### config.mk
export PLATFORM = sky130hd
export DESIGN_NAME = mem_wb_elastic_stage_flat
export DESIGN_NICKNAME = d
export VERILOG_FILES = /design/src/rtl/mem_wb_elastic_stage_if.sv /design/src/rtl/mem_wb_elastic_stage.sv /design/src/flat_wrapper.sv
export SDC_FILE = /design/constraint.sdc
export NUM_CORES = 1
export LEC_CHECK = 0
export CAP_MARGIN = 20
export CORE_MARGIN = 4
export CORE_UTILIZATION = 25
export DETAILED_ROUTE_END_ITERATION = 6
export GPL_TIMING_DRIVEN = 0
export PLACE_DENSITY = 0.54
export SLEW_MARGIN = 10
export SYNTH_ARGS = -nofsm -noshare
export SYNTH_HDL_FRONTEND = slang
export SYNTH_SLANG_ARGS = --single-unit
### constraint.sdc
create_clock -name clk -period 3.2 [get_ports clk]
set_input_delay 0.8 -clock clk [delete_from_list [all_inputs] [get_ports clk]]
set_output_delay 0.8 -clock clk [all_outputs]
set_load 0.1 [all_outputs]
### src/rtl/mem_wb_elastic_stage_if.sv
// rtl/mem_wb_elastic_stage_if.sv - valid/ready bundle carrying one MEM/WB entry
interface mem_wb_elastic_stage_if #(
   parameter int DATA_W = 32,
   parameter int SEL_W  = 2,
   parameter int ADDR_W = 5
);
   logic              valid;
   logic              ready;
   logic [DATA_W-1:0] read_data;
   logic [SEL_W-1:0]  wb_sel;
   logic              reg_write;
   logic [ADDR_W-1:0] rd_address;

   modport master (
      output valid, read_data, wb_sel, reg_write, rd_address,
      input  ready
   );

   modport slave (
      input  valid, read_data, wb_sel, reg_write, rd_address,
      output ready
   );
endinterface

### src/rtl/mem_wb_elastic_stage.sv
// rtl/mem_wb_elastic_stage.sv - MEM/WB elastic stage with flush, x0 suppression, stall counter; MEM_WB_SKID_EN adds a skid entry
module mem_wb_elastic_stage #(
   parameter int DATA_W = 32,
   parameter int SEL_W  = 2,
   parameter int ADDR_W = 5,
   parameter int CNT_W  = 16
) (
   input  logic                     clk,
   input  logic                     resetn,
   input  logic                     flush,
   mem_wb_elastic_stage_if.slave    in_if,
   mem_wb_elastic_stage_if.master   out_if,
   output logic [CNT_W-1:0]         stall_count
);

   typedef struct packed {
      logic [DATA_W-1:0] data;
      logic [SEL_W-1:0]  sel;
      logic              rw;
      logic [ADDR_W-1:0] rd;
   } entry_t;

   entry_t            in_e;
   entry_t            main_q, main_d;
   logic              main_valid_q, main_valid_d;
   logic [CNT_W-1:0]  stall_q, stall_d;
   logic              xfer_in;
   logic              main_free;

   assign main_free = !main_valid_q || out_if.ready;
   assign xfer_in   = in_if.valid && in_if.ready;

`ifdef MEM_WB_SKID_EN
   entry_t skid_q, skid_d;
   logic   skid_valid_q, skid_valid_d;

   // Registered ready: upstream never sees a combinational path from out_ready.
   assign in_if.ready = !skid_valid_q;
`else
   assign in_if.ready = main_free;
`endif

   always_comb begin
      in_e         = '{data: in_if.read_data, sel: in_if.wb_sel,
                       rw: in_if.reg_write, rd: in_if.rd_address};
      main_d       = main_q;
      main_valid_d = main_valid_q;
`ifdef MEM_WB_SKID_EN
      skid_d       = skid_q;
      skid_valid_d = skid_valid_q;
      if (flush) begin
         main_valid_d = 1'b0;
         skid_valid_d = 1'b0;
      end else if (main_free) begin
         // in_ready is low whenever the skid is full, so skid and input never compete.
         if (skid_valid_q) begin
            main_d       = skid_q;
            main_valid_d = 1'b1;
            skid_valid_d = 1'b0;
         end else if (xfer_in) begin
            main_d       = in_e;
            main_valid_d = 1'b1;
         end else begin
            main_valid_d = 1'b0;
         end
      end else if (xfer_in) begin
         skid_d       = in_e;
         skid_valid_d = 1'b1;
      end
`else
      if (flush) begin
         main_valid_d = 1'b0;
      end else if (xfer_in) begin
         main_d       = in_e;
         main_valid_d = 1'b1;
      end else if (out_if.ready) begin
         main_valid_d = 1'b0;
      end
`endif
   end

   always_comb begin
      stall_d = stall_q;
      if (main_valid_q && !out_if.ready && !flush && (stall_q != {CNT_W{1'b1}}))
         stall_d = stall_q + 1'b1;
   end

   always_ff @(posedge clk or negedge resetn) begin
      if (!resetn) begin
         main_q       <= '0;
         main_valid_q <= 1'b0;
         stall_q      <= '0;
      end else begin
         main_q       <= main_d;
         main_valid_q <= main_valid_d;
         stall_q      <= stall_d;
      end
   end

`ifdef MEM_WB_SKID_EN
   always_ff @(posedge clk or negedge resetn) begin
      if (!resetn) begin
         skid_q       <= '0;
         skid_valid_q <= 1'b0;
      end else begin
         skid_q       <= skid_d;
         skid_valid_q <= skid_valid_d;
      end
   end
`endif

   assign out_if.valid      = main_valid_q;
   assign out_if.read_data  = main_q.data;
   assign out_if.wb_sel     = main_q.sel;
   assign out_if.rd_address = main_q.rd;
   // Writes to x0 are architecturally discarded, so suppress them here.
   assign out_if.reg_write  = main_valid_q && main_q.rw && (main_q.rd != '0);
   assign stall_count       = stall_q;

endmodule

### src/flat_wrapper.sv
// flat-port wrapper written by rule: the top's interface ports become plain ports
module mem_wb_elastic_stage_flat 
#(
   parameter int DATA_W = 32,
   parameter int SEL_W  = 2,
   parameter int ADDR_W = 5,
   parameter int CNT_W  = 16
)
  (clk, resetn, flush, stall_count, in_if_valid, in_if_read_data, in_if_wb_sel, in_if_reg_write, in_if_rd_address, in_if_ready, out_if_valid, out_if_read_data, out_if_wb_sel, out_if_reg_write, out_if_rd_address, out_if_ready);
  mem_wb_elastic_stage_if #(.DATA_W(DATA_W), .SEL_W(SEL_W), .ADDR_W(ADDR_W)) in_if_i ();
  mem_wb_elastic_stage_if #(.DATA_W(DATA_W), .SEL_W(SEL_W), .ADDR_W(ADDR_W)) out_if_i ();
  input  logic clk;
  input  logic resetn;
  input  logic flush;
  output logic [CNT_W-1:0] stall_count;
  input wire logic [$bits(in_if_i.valid)-1:0] in_if_valid;
  input wire logic [$bits(in_if_i.read_data)-1:0] in_if_read_data;
  input wire logic [$bits(in_if_i.wb_sel)-1:0] in_if_wb_sel;
  input wire logic [$bits(in_if_i.reg_write)-1:0] in_if_reg_write;
  input wire logic [$bits(in_if_i.rd_address)-1:0] in_if_rd_address;
  output wire logic [$bits(in_if_i.ready)-1:0] in_if_ready;
  output wire logic [$bits(out_if_i.valid)-1:0] out_if_valid;
  output wire logic [$bits(out_if_i.read_data)-1:0] out_if_read_data;
  output wire logic [$bits(out_if_i.wb_sel)-1:0] out_if_wb_sel;
  output wire logic [$bits(out_if_i.reg_write)-1:0] out_if_reg_write;
  output wire logic [$bits(out_if_i.rd_address)-1:0] out_if_rd_address;
  input wire logic [$bits(out_if_i.ready)-1:0] out_if_ready;
  assign in_if_i.valid = in_if_valid;
  assign in_if_i.read_data = in_if_read_data;
  assign in_if_i.wb_sel = in_if_wb_sel;
  assign in_if_i.reg_write = in_if_reg_write;
  assign in_if_i.rd_address = in_if_rd_address;
  assign in_if_ready = in_if_i.ready;
  assign out_if_valid = out_if_i.valid;
  assign out_if_read_data = out_if_i.read_data;
  assign out_if_wb_sel = out_if_i.wb_sel;
  assign out_if_reg_write = out_if_i.reg_write;
  assign out_if_rd_address = out_if_i.rd_address;
  assign out_if_i.ready = out_if_ready;
  mem_wb_elastic_stage #(.DATA_W(DATA_W), .SEL_W(SEL_W), .ADDR_W(ADDR_W), .CNT_W(CNT_W)) u_core (.clk(clk), .resetn(resetn), .flush(flush), .in_if(in_if_i), .out_if(out_if_i), .stall_count(stall_count));
endmodule
==> impl_table.tex <==
\begin{tabular}{lr}
\hline
Metric & Value \\
\hline
\multicolumn{2}{l}{\textbf{STA}} \\
\quad Number of hold violations in the final report & 0 \\
\quad Fraction of the cycle the final worst path needs & 0.974 \\
\quad Final clock skew & 0.0116 ns \\
\quad Worst slew pin tran & 1.02 ns \\
\quad Slew HR & 0.326 \\
\quad RSZ-0062 raised after global routing & no \\
\quad Number of max-slew violations in the final report & 0 \\
\quad Fmax achieved & 0.321 GHz \\
\quad WHS & 0.506 ns \\
\quad Final-report setup violation count & 0 \\
\quad Final critical path time including I/O delays and setup & 3.12 ns \\
\quad Total Negative Setup Slacks & 0 ns \\
\multicolumn{2}{l}{\textbf{Critical path}} \\
\quad Termination of the worst setup path & in\_if\_ready \\
\quad Chain of cells forming the critical path & clkdlybuf4s50\_1 -> nor2b\_1 -> inv\_1 -> dlygate4sd2\_1 \\
\quad Worst-case register-to-register setup slack & 1.30 ns \\
\quad Endpoint type of the worst setup path & output port \\
\quad Cell with the largest stage delay on the worst path & dlygate4sd2\_1 \\
\quad Type of the worst setup path & input port to output port \\
\quad CP Launch Point & out\_if\_ready \\
\quad Worst reg2reg startpoint & u\_core.out\_if.valid \\
\quad Max stage delay on crit path & 0.88 ns \\
\quad Reg2Reg Depth & 4 \\
\quad Crit-path max FO & 3 \\
\quad Number of logic stages on the critical path including buffering & 4 \\
\quad WP data required & 2.40 ns \\
\quad Cell family with most CP delay & buffers and inverters \\
\quad Endpoint arrival time on the critical path & 2.32 ns \\
\quad Worst Setup Start Kind & input port \\
\quad CP Buf/Inv Count & 3 \\
\quad Reg-to-Reg End & u\_core.out\_if.read\_data[22] \\
\multicolumn{2}{l}{\textbf{Logic synthesis}} \\
\quad Avg Cell Area, Syn & 13.0 sq um \\
\quad Post-synth top area share & 0.542 \\
\quad Yosys warning total & 0 \\
\quad Number of flops mapped to enable cells by yosys & 0 \\
\quad Cell accounting for the most synthesized area & dfrtp\_1 \\
\quad Post-Syn Area & 2630 sq um \\
\quad Post-synthesis sequential area ratio & 0.542 \\
\quad Synthesized instance count & 202 \\
\quad \#FFs+latches synth & 57 \\
\quad Mapped Nets & 248 \\
\quad Count of distinct cell types in the synthesized netlist & 30 \\
\quad Prevailing post-synth register cell & dfrtp\_1 \\
\quad Biggest area contributors in the synthesized netlist & dfrtp\_1 54\%, mux2\_2 16\%, buf\_4 11\% \\
\quad Share of synthesized flip-flops with an asynchronous set or reset & 1.00 \\
\multicolumn{2}{l}{\textbf{Placed design}} \\
\quad Final RePlAce weighted congestion & 0.741 \\
\quad Port-buffer cells & 102 \\
\quad DP HPWL & 4.29 mm \\
\multicolumn{2}{l}{\textbf{Global routing}} \\
\quad Vias in the first global route & 1845 \\
\quad Initial antenna violation count & 0 \\
\quad Overall Global Routing Usage & 0.0980 \\
\quad Pin count of the biggest net entering global routing & 58 \\
\quad First-pass GRT wire length & 9.62 mm \\
\quad Leftover overflow at the end of global routing & 0 \\
\multicolumn{2}{l}{\textbf{Route}} \\
\quad Post-route ant nets & 0 \\
\quad Ratio of routed vias to standard cells & 4.11 \\
\quad Violation count after the first detailed-routing iteration & 38 \\
\quad Detailed-routing iteration count for the pre-antenna-repair pass & 4 \\
\quad DRC violations left & 0 \\
\quad Routed vias & 1872 \\
\quad Routed length per placed instance & 12.9 um \\
\quad Routed wire length & 5.86 mm \\
\multicolumn{2}{l}{\textbf{Clock network}} \\
\quad Clock insertion delay at the later pin of the skew report & 0.33 ns \\
\quad TritonCTS buffer count & 9 \\
\quad Root Driver & clkbuf\_8 \\
\quad CTS tree & done \\
\quad Clock Tree Buf Depth & 2 \\
\quad Clock sink total & 57 \\
\quad Clock-pin slew of the registers on the worst-case setup and hold paths & 0.06 ns \\
\quad H-Tree Level Count & 3 \\
\quad \# hold bufs at CTS & 0 \\
\quad Post-CTS setup repair buffer count & 0 \\
\multicolumn{2}{l}{\textbf{Floorplan}} \\
\quad Core region area & 10300 sq um \\
\quad Area of the die & 12200 sq um \\
\quad Rows & 37 \\
\quad Die H & 111 um \\
\quad Effective utilization at floorplan & 0.256 \\
\quad Die X-Extent & 111 um \\
\quad Num ports & 103 \\
\multicolumn{2}{l}{\textbf{Min path}} \\
\quad Tightest Hold Check Type & register to register \\
\quad Hold depth & 1 \\
\multicolumn{2}{l}{\textbf{Final layout}} \\
\quad Synth-to-layout area growth & 53.5\% \\
\quad Antenna diode count & 0 \\
\quad Fraction of layout cells with a size suffix above 1 & 0.316 \\
\quad Net count reported at finish & 361 \\
\quad Fill cells & 1047 \\
\multicolumn{2}{l}{\textbf{Power and ir drop}} \\
\quad Leakage & 1.71 nW \\
\quad Max IR drop VDD & 0.000542 V \\
\quad Power per cell area & 780 nW/um\^{}2 \\
\multicolumn{2}{l}{\textbf{Run status}} \\
\quad Outcome & finished clean \\
\multicolumn{2}{l}{\textbf{Flow run}} \\
\quad Maximum Capacitance Violations & 0 \\
\hline
\end{tabular}
[power by group]
part	internal [W]	switching, W
clock	0.000459	0.000298
combinational	0.000434	0.00103
sequential	0.000837	0.0000886
[final cells by class]
class | count | area (sq um) | share of cell area
buffer | 43 | 313 | 0.0775
clock buffer | 11 | 141 | 0.0350
clock inverter | 5 | 78.8 | 0.0195
inverter | 3 | 11.3 | 0.00279
multi-input combinational | 99 | 880 | 0.218
sequential | 57 | 1430 | 0.353
tap | 136 | 170 | 0.0422
timing repair buffer | 102 | 1020 | 0.252
[routing by layer]
| metal | wire, um | GRT usage | share of wire |
|---|---|---|---|
| met1 | 2700 | 0.126 | 0.46 |
| met2 | 2720 | 0.146 | 0.46 |
| met3 | 349 | 0.0367 | 0.060 |
| met4 | 85 | 0.0443 | 0.015 |
| met5 | 0 | 0 | 0 |
[placed cells by master (no fill, tap or decap), types with 3 or more instances in the layout]
| master | instances |
|---|---|
| nand3_1 | 6 |
| xor2_1 | 4 |
| mux2_1 | 3 |
| nor3_1 | 4 |
| clkdlybuf4s50_1 | 99 |
| clkbuf_8 | 10 |
| nand2_1 | 4 |
| mux2_2 | 38 |
| buf_2 | 4 |
| nor2_1 | 5 |
| inv_1 | 3 |
| nor4_1 | 4 |
| xnor2_1 | 8 |
| nand4_1 | 4 |
| dfrtp_1 | 57 |
| buf_4 | 40 |
[worst min-delay path by stage]
stage / from / to
finish: u_core.out_if.read_data[26] / u_core.out_if.read_data[26]
detailed placement: u_core.out_if.read_data[16] / u_core.out_if.read_data[16]
CTS: u_core.out_if.read_data[14] / u_core.out_if.read_data[14]
floorplan: u_core.out_if.rd_address[3] / u_core.out_if.rd_address[3]
global route: u_core.out_if.read_data[10] / u_core.out_if.read_data[10]
global placement: u_core.out_if.rd_address[3] / u_core.out_if.rd_address[3]
[repair_timing]
action / in CTS / in global routing
hold endpoints to repair: 0 / 0
setup endpoints to repair: 2 / 0
gates resized for setup: 2 / 0
[state kept, by name (all words and copies together) (netlist names)]
name                      cells
u_core.out_if.rd_address      5
u_core.out_if.valid           1
u_core.out_if.wb_sel          2
u_core.main_q                 1
u_core.stall_count           16
u_core.out_if.read_data      32
[worst reg2reg max path: stages, from the launching register on]
cell     delay [ns]
dfrtp_1        0.42
nor2b_1        0.17
nor3b_1        0.45
buf_2          0.36
mux2_2         0.37
[cell usage after synthesis, types with 2 or more instances]
| library cell | count |
|---|---|
| xnor2_1 | 8 |
| buf_4 | 39 |
| nor3_1 | 4 |
| mux2_1 | 3 |
| nor3b_1 | 2 |
| nand3_1 | 6 |
| nand2_1 | 4 |
| dfrtp_1 | 57 |
| nand4_1 | 4 |
| nand4b_1 | 2 |
| mux2_2 | 38 |
| nor4_1 | 4 |
| nor2_1 | 5 |
| inv_1 | 3 |
| xor2_1 | 4 |
| buf_2 | 4 |
| o21ai_0 | 2 |
[through the flow]
| stage | util | power (W) | cells | cell area (sq um) | setup WS (ns) |
|---|---|---|---|---|---|
| final | 0.393 | 0.00315 | 456 | 4040 | 0.0825 |
| after global routing | 0.393 | 0.00328 | 456 | 4040 | 0.0248 |
| after CTS | 0.393 | 0.00320 | 456 | 4040 | 0.0607 |
| after detailed placement | 0.372 | 0.00242 | 440 | 3820 | -0.221 |
| after global placement | 0.372 | 0.00241 | 440 | 3820 | -0.681 |
| after floorplan | - | 0.00207 | 202 | 2630 | 0.516 |
[logic make-up (layout without fill, tap and decap cells)]
logic type | after synthesis | count (layout) | share of synthesized area
buffers and inverters | 46 | 164 | 0.123
flip-flops | 57 | 57 | 0.542
multiplexers | 42 | 42 | 0.181
AO/OA/AOI/OAI | 5 | 5 | 0.0119
XOR/XNOR | 12 | 12 | 0.0400
AND/OR/NAND/NOR | 39 | 39 | 0.0966
adder cells (fa/ha/maj) | 1 | 1 | 0.00476
(Power assumes the default switching activity.)
